`config.mk`:
```
export PLATFORM = sky130hd
export DESIGN_NAME = heater_ctrl
export DESIGN_NICKNAME = d
export VERILOG_FILES = /design/src/rtl/heater_pkg.sv /design/src/rtl/heater_bit_find.sv /design/src/rtl/heater_ctrl.sv
export SDC_FILE = /design/constraint.sdc
export NUM_CORES = 1
export LEC_CHECK = 0
export BUFFER_PORTS_ARGS = -buffer_cell sky130_fd_sc_hd__buf_2
export CELL_PAD_IN_SITES_DETAIL_PLACEMENT = 0
export CELL_PAD_IN_SITES_GLOBAL_PLACEMENT = 1
export CORE_MARGIN = 4
export CORE_UTILIZATION = 40
export DETAILED_ROUTE_END_ITERATION = 8
export GPL_ROUTABILITY_DRIVEN = 1
export PLACE_DENSITY = 0.79
export SYNTH_ARGS = -nofsm -noshare
export SYNTH_HDL_FRONTEND = slang
export SYNTH_SLANG_ARGS = --single-unit
```
`constraint.sdc`:
```
create_clock -name clk -period 7.9 [get_ports clk]
set_input_delay 0.395 -clock clk [delete_from_list [all_inputs] [get_ports clk]]
set_output_delay 0.395 -clock clk [all_outputs]
set_load 0.01 [all_outputs]
```
`src/rtl/heater_pkg.sv`:
```
// heater_pkg: state encoding, default timing constants and a counter-width helper
// shared by the heater channel sequencer.
package heater_pkg;

  typedef enum logic [2:0] {
    IDLE      = 3'd0,
    RAMP_UP   = 3'd1,
    RUN       = 3'd2,
    RAMP_DOWN = 3'd3,
    FAULT     = 3'd4
  } heater_ctrl_state_t;

  localparam int HEATER_STEP_CYCLES   = 1024;
  localparam int HEATER_SETTLE_CYCLES = 512;

  // Width able to hold 0..n-1, never less than one bit.
  function automatic int heater_cnt_w(input int n);
    return (n > 1) ? $clog2(n) : 1;
  endfunction

endpackage

```
`src/rtl/heater_bit_find.sv`:
```
// heater_bit_find: combinational lowest- or highest-set-bit finder with a valid flag.
module heater_bit_find #(
  parameter int W         = 16,
  parameter bit FIND_HIGH = 1'b0,
  parameter int IDX_W     = (W > 1) ? $clog2(W) : 1
) (
  input  logic [W-1:0]     i_vec,
  output logic             o_valid,
  output logic [IDX_W-1:0] o_idx
);

  // Priority scan: the last hit in scan order wins, so the scan direction picks low/high.
  always_comb begin
    o_valid = |i_vec;
    o_idx   = '0;
    if (FIND_HIGH) begin
      for (int i = 0; i < W; i++) begin
        o_idx = i_vec[i] ? IDX_W'(i) : o_idx;
      end
    end else begin
      for (int i = W - 1; i >= 0; i--) begin
        o_idx = i_vec[i] ? IDX_W'(i) : o_idx;
      end
    end
  end

endmodule

```
`src/rtl/heater_ctrl.sv`:
```
// heater_ctrl: steps heater channel enables on/off one at a time, arms each channel's
// checker once it has settled, and logs armed errors with an optional fault shutdown.
module heater_ctrl
  import heater_pkg::*;
#(
  parameter int NCH           = 16,
  parameter int STEP_CYCLES   = HEATER_STEP_CYCLES,
  parameter int SETTLE_CYCLES = HEATER_SETTLE_CYCLES,
  parameter int ERRCNT_W      = 16
) (
  input  logic                     clk,
  input  logic                     reset,
  input  logic                     i_run_req,
  input  logic [NCH-1:0]           i_ch_mask,
  input  logic                     i_fault_stop,
  input  logic                     i_sticky_clear,
  output logic [NCH-1:0]           o_ch_enable,
  output logic [NCH-1:0]           o_ch_err_clear,
  input  logic [NCH-1:0]           i_ch_error,
  output logic [$clog2(NCH+1)-1:0] o_active_cnt,
  output logic [NCH-1:0]           o_err_sticky,
  output logic [ERRCNT_W-1:0]      o_err_count,
  output logic                     o_fault,
  output logic [2:0]               o_state
);

  localparam int IDX_W    = heater_cnt_w(NCH);
  localparam int CNT_W    = $clog2(NCH + 1);
  localparam int STEP_W   = heater_cnt_w(STEP_CYCLES);
  localparam int SETTLE_W = heater_cnt_w(SETTLE_CYCLES);

  // A single settle timer is only enough if each channel settles before the next step.
  if (SETTLE_CYCLES >= STEP_CYCLES) begin : g_bad_timing
    $error("heater_ctrl: SETTLE_CYCLES must be smaller than STEP_CYCLES");
  end

  heater_ctrl_state_t    r_state;
  heater_ctrl_state_t    w_state_nxt;
  logic [NCH-1:0]        r_mask;
  logic [NCH-1:0]        r_enable;
  logic [NCH-1:0]        r_err_clear;
  logic [NCH-1:0]        r_sticky;
  logic [ERRCNT_W-1:0]   r_err_count;
  logic                  r_fault;
  logic [CNT_W-1:0]      r_active_cnt;
  logic [STEP_W-1:0]     r_step_cnt;
  logic [SETTLE_W-1:0]   r_settle_cnt;
  logic                  r_settling;
  logic [IDX_W-1:0]      r_settle_idx;

  logic [NCH-1:0]        w_mask_nxt;
  logic [NCH-1:0]        w_enable_nxt;
  logic [NCH-1:0]        w_clear_nxt;
  logic [NCH-1:0]        w_sticky_nxt;
  logic [ERRCNT_W-1:0]   w_count_nxt;
  logic [CNT_W-1:0]      w_active_nxt;
  logic [STEP_W-1:0]     w_step_cnt_nxt;
  logic [SETTLE_W-1:0]   w_settle_cnt_nxt;
  logic                  w_settling_nxt;
  logic [IDX_W-1:0]      w_settle_idx_nxt;

  logic [NCH-1:0]        w_up_vec;
  logic                  w_up_valid;
  logic [IDX_W-1:0]      w_up_idx;
  logic                  w_dn_valid;
  logic [IDX_W-1:0]      w_dn_idx;
  logic [NCH-1:0]        w_armed_err;
  logic                  w_any_err;
  logic                  w_fault_trip;
  logic                  w_step_tick;
  logic                  w_settle_done;
  logic                  w_do_raise;
  logic                  w_do_drop;
  logic                  w_settle_end;
  logic                  w_step_restart;

  // While IDLE the live mask is used so the first channel can rise on the entry edge.
  assign w_up_vec = ((r_state == IDLE) ? i_ch_mask : r_mask) & ~r_enable;

  heater_bit_find #(.W(NCH), .FIND_HIGH(1'b0), .IDX_W(IDX_W)) u_find_up (
    .i_vec   (w_up_vec),
    .o_valid (w_up_valid),
    .o_idx   (w_up_idx)
  );

  heater_bit_find #(.W(NCH), .FIND_HIGH(1'b1), .IDX_W(IDX_W)) u_find_dn (
    .i_vec   (r_enable),
    .o_valid (w_dn_valid),
    .o_idx   (w_dn_idx)
  );

  assign w_armed_err   = i_ch_error & r_enable & ~r_err_clear;
  assign w_any_err     = |w_armed_err;
  assign w_fault_trip  = w_any_err & i_fault_stop;
  assign w_step_tick   = (r_step_cnt == STEP_W'(STEP_CYCLES - 1));
  assign w_settle_done = r_settling && (r_settle_cnt == SETTLE_W'(SETTLE_CYCLES - 1));

  assign w_do_raise = w_up_valid &&
                      (((r_state == IDLE) && (w_state_nxt == RAMP_UP)) ||
                       ((r_state == RAMP_UP) && (w_state_nxt == RAMP_UP) &&
                        w_step_tick && !r_settling));
  assign w_do_drop  = w_dn_valid &&
                      ((((r_state == RAMP_UP) || (r_state == RUN)) && (w_state_nxt == RAMP_DOWN)) ||
                       ((r_state == RAMP_DOWN) && (w_state_nxt == RAMP_DOWN) && w_step_tick));
  assign w_settle_end = (r_state == RAMP_UP) && w_settle_done &&
                        ((w_state_nxt == RAMP_UP) || (w_state_nxt == RUN));
  assign w_step_restart = w_do_raise || w_do_drop ||
                          ((w_state_nxt != r_state) &&
                           ((w_state_nxt == RAMP_UP) || (w_state_nxt == RAMP_DOWN)));

  // sticky_clear takes priority over an error arriving in the same cycle.
  assign w_sticky_nxt = i_sticky_clear ? '0 : (r_sticky | w_armed_err);
  assign w_count_nxt  = i_sticky_clear ? '0 :
                        ((w_any_err && (r_err_count != '1)) ? (r_err_count + ERRCNT_W'(1))
                                                            : r_err_count);

  // FSM state register.
  always_ff @(posedge clk) begin
    if (reset) begin
      r_state <= IDLE;
    end else begin
      r_state <= w_state_nxt;
    end
  end

  // FSM next-state logic.
  always_comb begin
    w_state_nxt = r_state;
    case (r_state)
      IDLE: begin
        if (i_run_req) w_state_nxt = RAMP_UP;
        else           w_state_nxt = IDLE;
      end
      RAMP_UP: begin
        if (w_fault_trip)                                       w_state_nxt = FAULT;
        else if (!i_run_req)                                    w_state_nxt = RAMP_DOWN;
        else if (!w_up_valid && (!r_settling || w_settle_done)) w_state_nxt = RUN;
        else                                                    w_state_nxt = RAMP_UP;
      end
      RUN: begin
        if (w_fault_trip)    w_state_nxt = FAULT;
        else if (!i_run_req) w_state_nxt = RAMP_DOWN;
        else                 w_state_nxt = RUN;
      end
      RAMP_DOWN: begin
        if (w_fault_trip)          w_state_nxt = FAULT;
        else if (i_run_req)        w_state_nxt = RAMP_UP;
        else if (r_enable == '0)   w_state_nxt = IDLE;
        else                       w_state_nxt = RAMP_DOWN;
      end
      FAULT: begin
        if (!i_run_req) w_state_nxt = IDLE;
        else            w_state_nxt = FAULT;
      end
      default: w_state_nxt = IDLE;
    endcase
  end

  // FSM output logic: next values of the channel enables, clears and timers.
  always_comb begin
    w_enable_nxt     = r_enable;
    w_clear_nxt      = r_err_clear;
    w_settling_nxt   = r_settling;
    w_settle_idx_nxt = r_settle_idx;
    w_settle_cnt_nxt = r_settling ? (r_settle_cnt + SETTLE_W'(1)) : r_settle_cnt;
    w_step_cnt_nxt   = w_step_restart ? '0 :
                       (w_step_tick ? r_step_cnt : (r_step_cnt + STEP_W'(1)));
    w_mask_nxt       = ((r_state == IDLE) && (w_state_nxt == RAMP_UP)) ? i_ch_mask : r_mask;
    if (w_state_nxt == FAULT) begin
      w_enable_nxt   = '0;
      w_clear_nxt    = '1;
      w_settling_nxt = 1'b0;
    end else if (w_do_drop) begin
      // The highest enabled channel is also the one still settling, if any.
      w_enable_nxt[w_dn_idx] = 1'b0;
      w_clear_nxt[w_dn_idx]  = 1'b1;
      w_settling_nxt         = 1'b0;
    end else if (w_do_raise) begin
      w_enable_nxt[w_up_idx] = 1'b1;
      w_settling_nxt         = 1'b1;
      w_settle_cnt_nxt       = '0;
      w_settle_idx_nxt       = w_up_idx;
    end else if (w_settle_end) begin
      w_clear_nxt[r_settle_idx] = 1'b0;
      w_settling_nxt            = 1'b0;
    end else begin
      w_settling_nxt = r_settling;
    end
  end

  // Population count of the next enable vector so active_cnt tracks ch_enable exactly.
  always_comb begin
    w_active_nxt = '0;
    for (int i = 0; i < NCH; i++) begin
      w_active_nxt = w_active_nxt + CNT_W'(w_enable_nxt[i]);
    end
  end

  // Datapath and output registers.
  always_ff @(posedge clk) begin
    if (reset) begin
      r_mask       <= '0;
      r_enable     <= '0;
      r_err_clear  <= '1;
      r_sticky     <= '0;
      r_err_count  <= '0;
      r_fault      <= 1'b0;
      r_active_cnt <= '0;
      r_step_cnt   <= '0;
      r_settle_cnt <= '0;
      r_settling   <= 1'b0;
      r_settle_idx <= '0;
    end else begin
      r_mask       <= w_mask_nxt;
      r_enable     <= w_enable_nxt;
      r_err_clear  <= w_clear_nxt;
      r_sticky     <= w_sticky_nxt;
      r_err_count  <= w_count_nxt;
      r_fault      <= (w_state_nxt == FAULT);
      r_active_cnt <= w_active_nxt;
      r_step_cnt   <= w_step_cnt_nxt;
      r_settle_cnt <= w_settle_cnt_nxt;
      r_settling   <= w_settling_nxt;
      r_settle_idx <= w_settle_idx_nxt;
    end
  end

  assign o_ch_enable    = r_enable;
  assign o_ch_err_clear = r_err_clear;
  assign o_active_cnt   = r_active_cnt;
  assign o_err_sticky   = r_sticky;
  assign o_err_count    = r_err_count;
  assign o_fault        = r_fault;
  assign o_state        = r_state;

endmodule

```
==> summary.md <==
| Metric | Value |
|---|---|
| Status | `completed` |
| Final period utilization | `0.860` |
| CP Launch Type | `register` |
| CTS tree | `yes` |
| Clk Latency, worst-skew pair | `420 ps` |
| Initial cell density of the core | `0.413` |
| Fillers | `1468` |
| Setup tns final | `0 ps` |
| Placement Rows | `45` |
| Die Y | `approximately 130 microns` |
| Met1 wire length | `about 9100 microns` |
| Cell Pwr Density | `roughly 240 nW/um^2` |
| Pre-Repair DR Iteration Count | `5` |
| Synth Area per Inst | `8.29 sq um` |
| Synthesized flop and latch total | `~110` |
| H-tree depth | `4` |
| Max Freq | `147 MHz` |
| Relative slew slack | `0.231` |
| Post-synth cell types | `65` |
| Routability cong. | `around 0.9` |
| Sequential element share of the synthesized area | `0.357` |
| Via count | `approximately 6300` |
| Io pins | `110` |
| Critical Path Sink Type | `register` |
| Post-synth EDFFs | `0` |
| Maxcap violations | `0` |
| Clock transition at path regs | `about 60 ps` |
| Cells after DPL | `around 1100` |
| VDD IR max | `~0.15 mV` |
| Post-CTS Setup Bufs | `0` |
| Drt total wl | `21700 microns` |
| Seq pwr share | `0.347` |
| Hold WS | `roughly 230 ps` |
| Net Sw Frac | `0.311` |
| Pin count of the biggest net entering global routing | `35` |
| Setup Crit Path Kind | `reg2reg` |
| Yosys warnings | `0` |
| CP Data Required Time | `slightly above 8000 ps` |
| Worst slew pin tran | `around 1100 ps` |
| Final Non-Filler Cells | `1092` |
| Worst clock skew | `between 10 and 15 ps` |
| Net count, final | `roughly 920` |
| Vias in the first global route | `approximately 6300` |
| Post-DP HPWL | `about 16000 microns` |
| Synth Net Count | `about 820` |
| Routed wl met2 | `about 10000 microns` |
| Total GRT Usage | `0.240` |
| Share of cells above drive strength 1 | `0.214` |
| Unrepaired setup endpoints after global routing | `no` |
| Core area | `roughly 15000 sq um` |
| Hold buffer count at CTS | `0` |
| Met3 wire length | `about 1500 microns` |
| Die Area | `about 18000 sq um` |
| Clk root buf | `clkbuf_16` |
| Logic pwr share | `0.223` |
| 1st-iter DRT viols | `~540` |
| Register-to-register setup slack | `1100 ps` |
| Static Leak | `around 3 nW` |
| # setup viols final | `0` |
| Cells after Synth | `between 700 and 800` |
| Area post-placement | `approximately 7000 sq um` |
| Remaining DRCs | `0` |
| Final worst path period need | `about 6800 ps` |
| Int Power | `approximately 1.3 mW` |
| Port Buffers | `between 100 and 150` |
| Min-Delay Path Class | `in2reg` |
| Post-route cell area | `7690 sq um` |
| Final Slew Violations | `0` |
| NetSw | `approximately 570 uW` |
| Deepest clock path buffer count | `2` |
| Vias per inst | `5.74` |
| Die W | `around 130 microns` |
| Max layer used | `met4` |
| Syn-to-layout area delta | `21.2%` |
| Gr ovfl total | `0` |
| Top_reg_cell synth | `dfxtp_1` |
| Drt wl/cell | `approximately 20 microns` |
| Clock Power Share | `0.430` |
| Critical Path AT | `around 7000 ps` |
| Async set-reset flop share out of synthesis | `0` |
| Initial antenna violation count | `1` |
| First-pass GRT wire length | `33800 microns` |
| Cell Area, Synth | `roughly 6300 sq um` |
| Num Clock Sinks | `about 110` |
| Final Hold Fails | `0` |
| Post-cts sizing count | `0` |
| CTS buffer count | `17` |
| CP Max Fanout | `27` |
| PnR Total Power | `about 1.8 mW` |
| Antenna-violating nets left | `0` |
worst paths after layout:
kind | end | start | cells after the start
max | o_active_cnt[3] | o_state[0] | 19
min | r_mask[1] | i_ch_mask[1] | 3
max reg2reg | o_active_cnt[3] | o_state[0] | 19
min reg2reg | o_err_sticky[13] | o_err_sticky[13] | 2
flip-flops by register name, summed over array words and instances, names as in the netlist:
signal,flops
o_ch_enable,16
o_fault,1
r_settle_cnt,9
r_step_cnt,10
o_active_cnt,5
r_settling,1
r_mask,16
o_state,3
r_settle_idx,4
o_err_sticky,16
o_ch_err_clear,16
o_err_count,16
layout make-up:
cell class,instances,area [sq um],area share
Clock buffer,21,470,0.0612
Clock inverter,10,134,0.0174
Timing Repair Buffer,126,673,0.0876
Inverter,31,116,0.0151
Multi-Input combinational cell,577,3760,0.489
Sequential cell,113,2260,0.294
Tap cell,211,264,0.0343
Antenna cell,3,7.51,0.000977
critical path, cell delays in order (launching register included):
cell and delay [ps]:
dfxtp_1 550, nor3_4 510, mux2_2 410, nor4_2 480, nand3_2 170, o31a_1 410
or4_1 720, nor3b_2 300, o22ai_1 160, fa_1 550, inv_1 60, fa_1 480
fa_1 430, fa_1 520, inv_1 70, ha_1 290, a21o_1 160, a21oi_1 160
xor2_1 170, nor2_1 50
cell usage in the layout (no fill, tap or decap), types with 4 or more instances in the layout:
cell type / n
o21ai_0: 10
a21oi_1: 58
buf_4: 17
xor2_1: 16
fa_1: 10
clkbuf_16: 17
o31a_1: 4
xnor2_1: 11
and3_1: 16
a311oi_1: 12
dfxtp_1: 113
o32ai_1: 7
o22a_1: 5
a31oi_1: 7
clkinv_2: 4
o32a_1: 7
ha_1: 9
buf_2: 109
o21ai_1: 4
nor4_1: 12
nor3_1: 25
nand3_1: 22
and2_1: 13
nand2b_1: 11
nand2_1: 79
or3_1: 7
a41oi_1: 8
nand3b_1: 10
nand4_1: 11
o31ai_1: 15
nor2_1: 80
a211oi_1: 8
inv_1: 31
or4b_2: 12
or4_1: 4
o22ai_1: 5
mux2i_1: 9
nor2b_1: 21
power groups by stage:
| stage | clock network [mW] | registers [mW] | logic [mW] |
|---|---|---|---|
| CTS | 0.798 | 0.633 | 0.401 |
| detailed placement | 0 | 0.645 | 0.398 |
| floorplan | 0 | 0.627 | 0.299 |
| finish | 0.786 | 0.634 | 0.408 |
| global route | 0.820 | 0.637 | 0.448 |
| global placement | 0 | 0.644 | 0.397 |
Yosys cell counts (13+ instances only):
| cell type | count | share of area |
|---|---|---|
| a21oi_1 | 58 | 0.046 |
| and2_1 | 13 | 0.013 |
| and3_1 | 16 | 0.016 |
| clkbuf_1 | 32 | 0.019 |
| dfxtp_1 | 113 | 0.36 |
| inv_1 | 31 | 0.018 |
| nand2_1 | 79 | 0.047 |
| nand3_1 | 22 | 0.017 |
| nor2_1 | 80 | 0.047 |
| nor2b_1 | 21 | 0.021 |
| nor3_1 | 25 | 0.020 |
| o31ai_1 | 15 | 0.018 |
| xor2_1 | 16 | 0.022 |
logic make-up (layout without fill, tap and decap cells):
family	after synthesis	after routing	share of synthesized area
multiplexers	12	12	0.0195
AND/OR/NAND/NOR	340	340	0.288
buffers and inverters	75	188	0.0521
other	0	3	0
AO/OA/AOI/OAI	179	179	0.198
flip-flops	113	113	0.357
adder cells (fa/ha/maj)	19	19	0.0493
XOR/XNOR	27	27	0.0373
metal layers:
metal,vias to the layer above,global-route usage
li1,2992,-
met1,2981,0.299
met2,240,0.395
met3,54,0.0679
met4,0,0.0949
met5,-,0
per-stage QoR:
stage               worst slack [ps]  utilization
finish                          1100        0.500
global route                     668        0.500
CTS                             1100        0.499
detailed placement              1110        0.460
global placement                1300        0.460
floorplan                       1790            -
(Power assumes the default switching activity.)
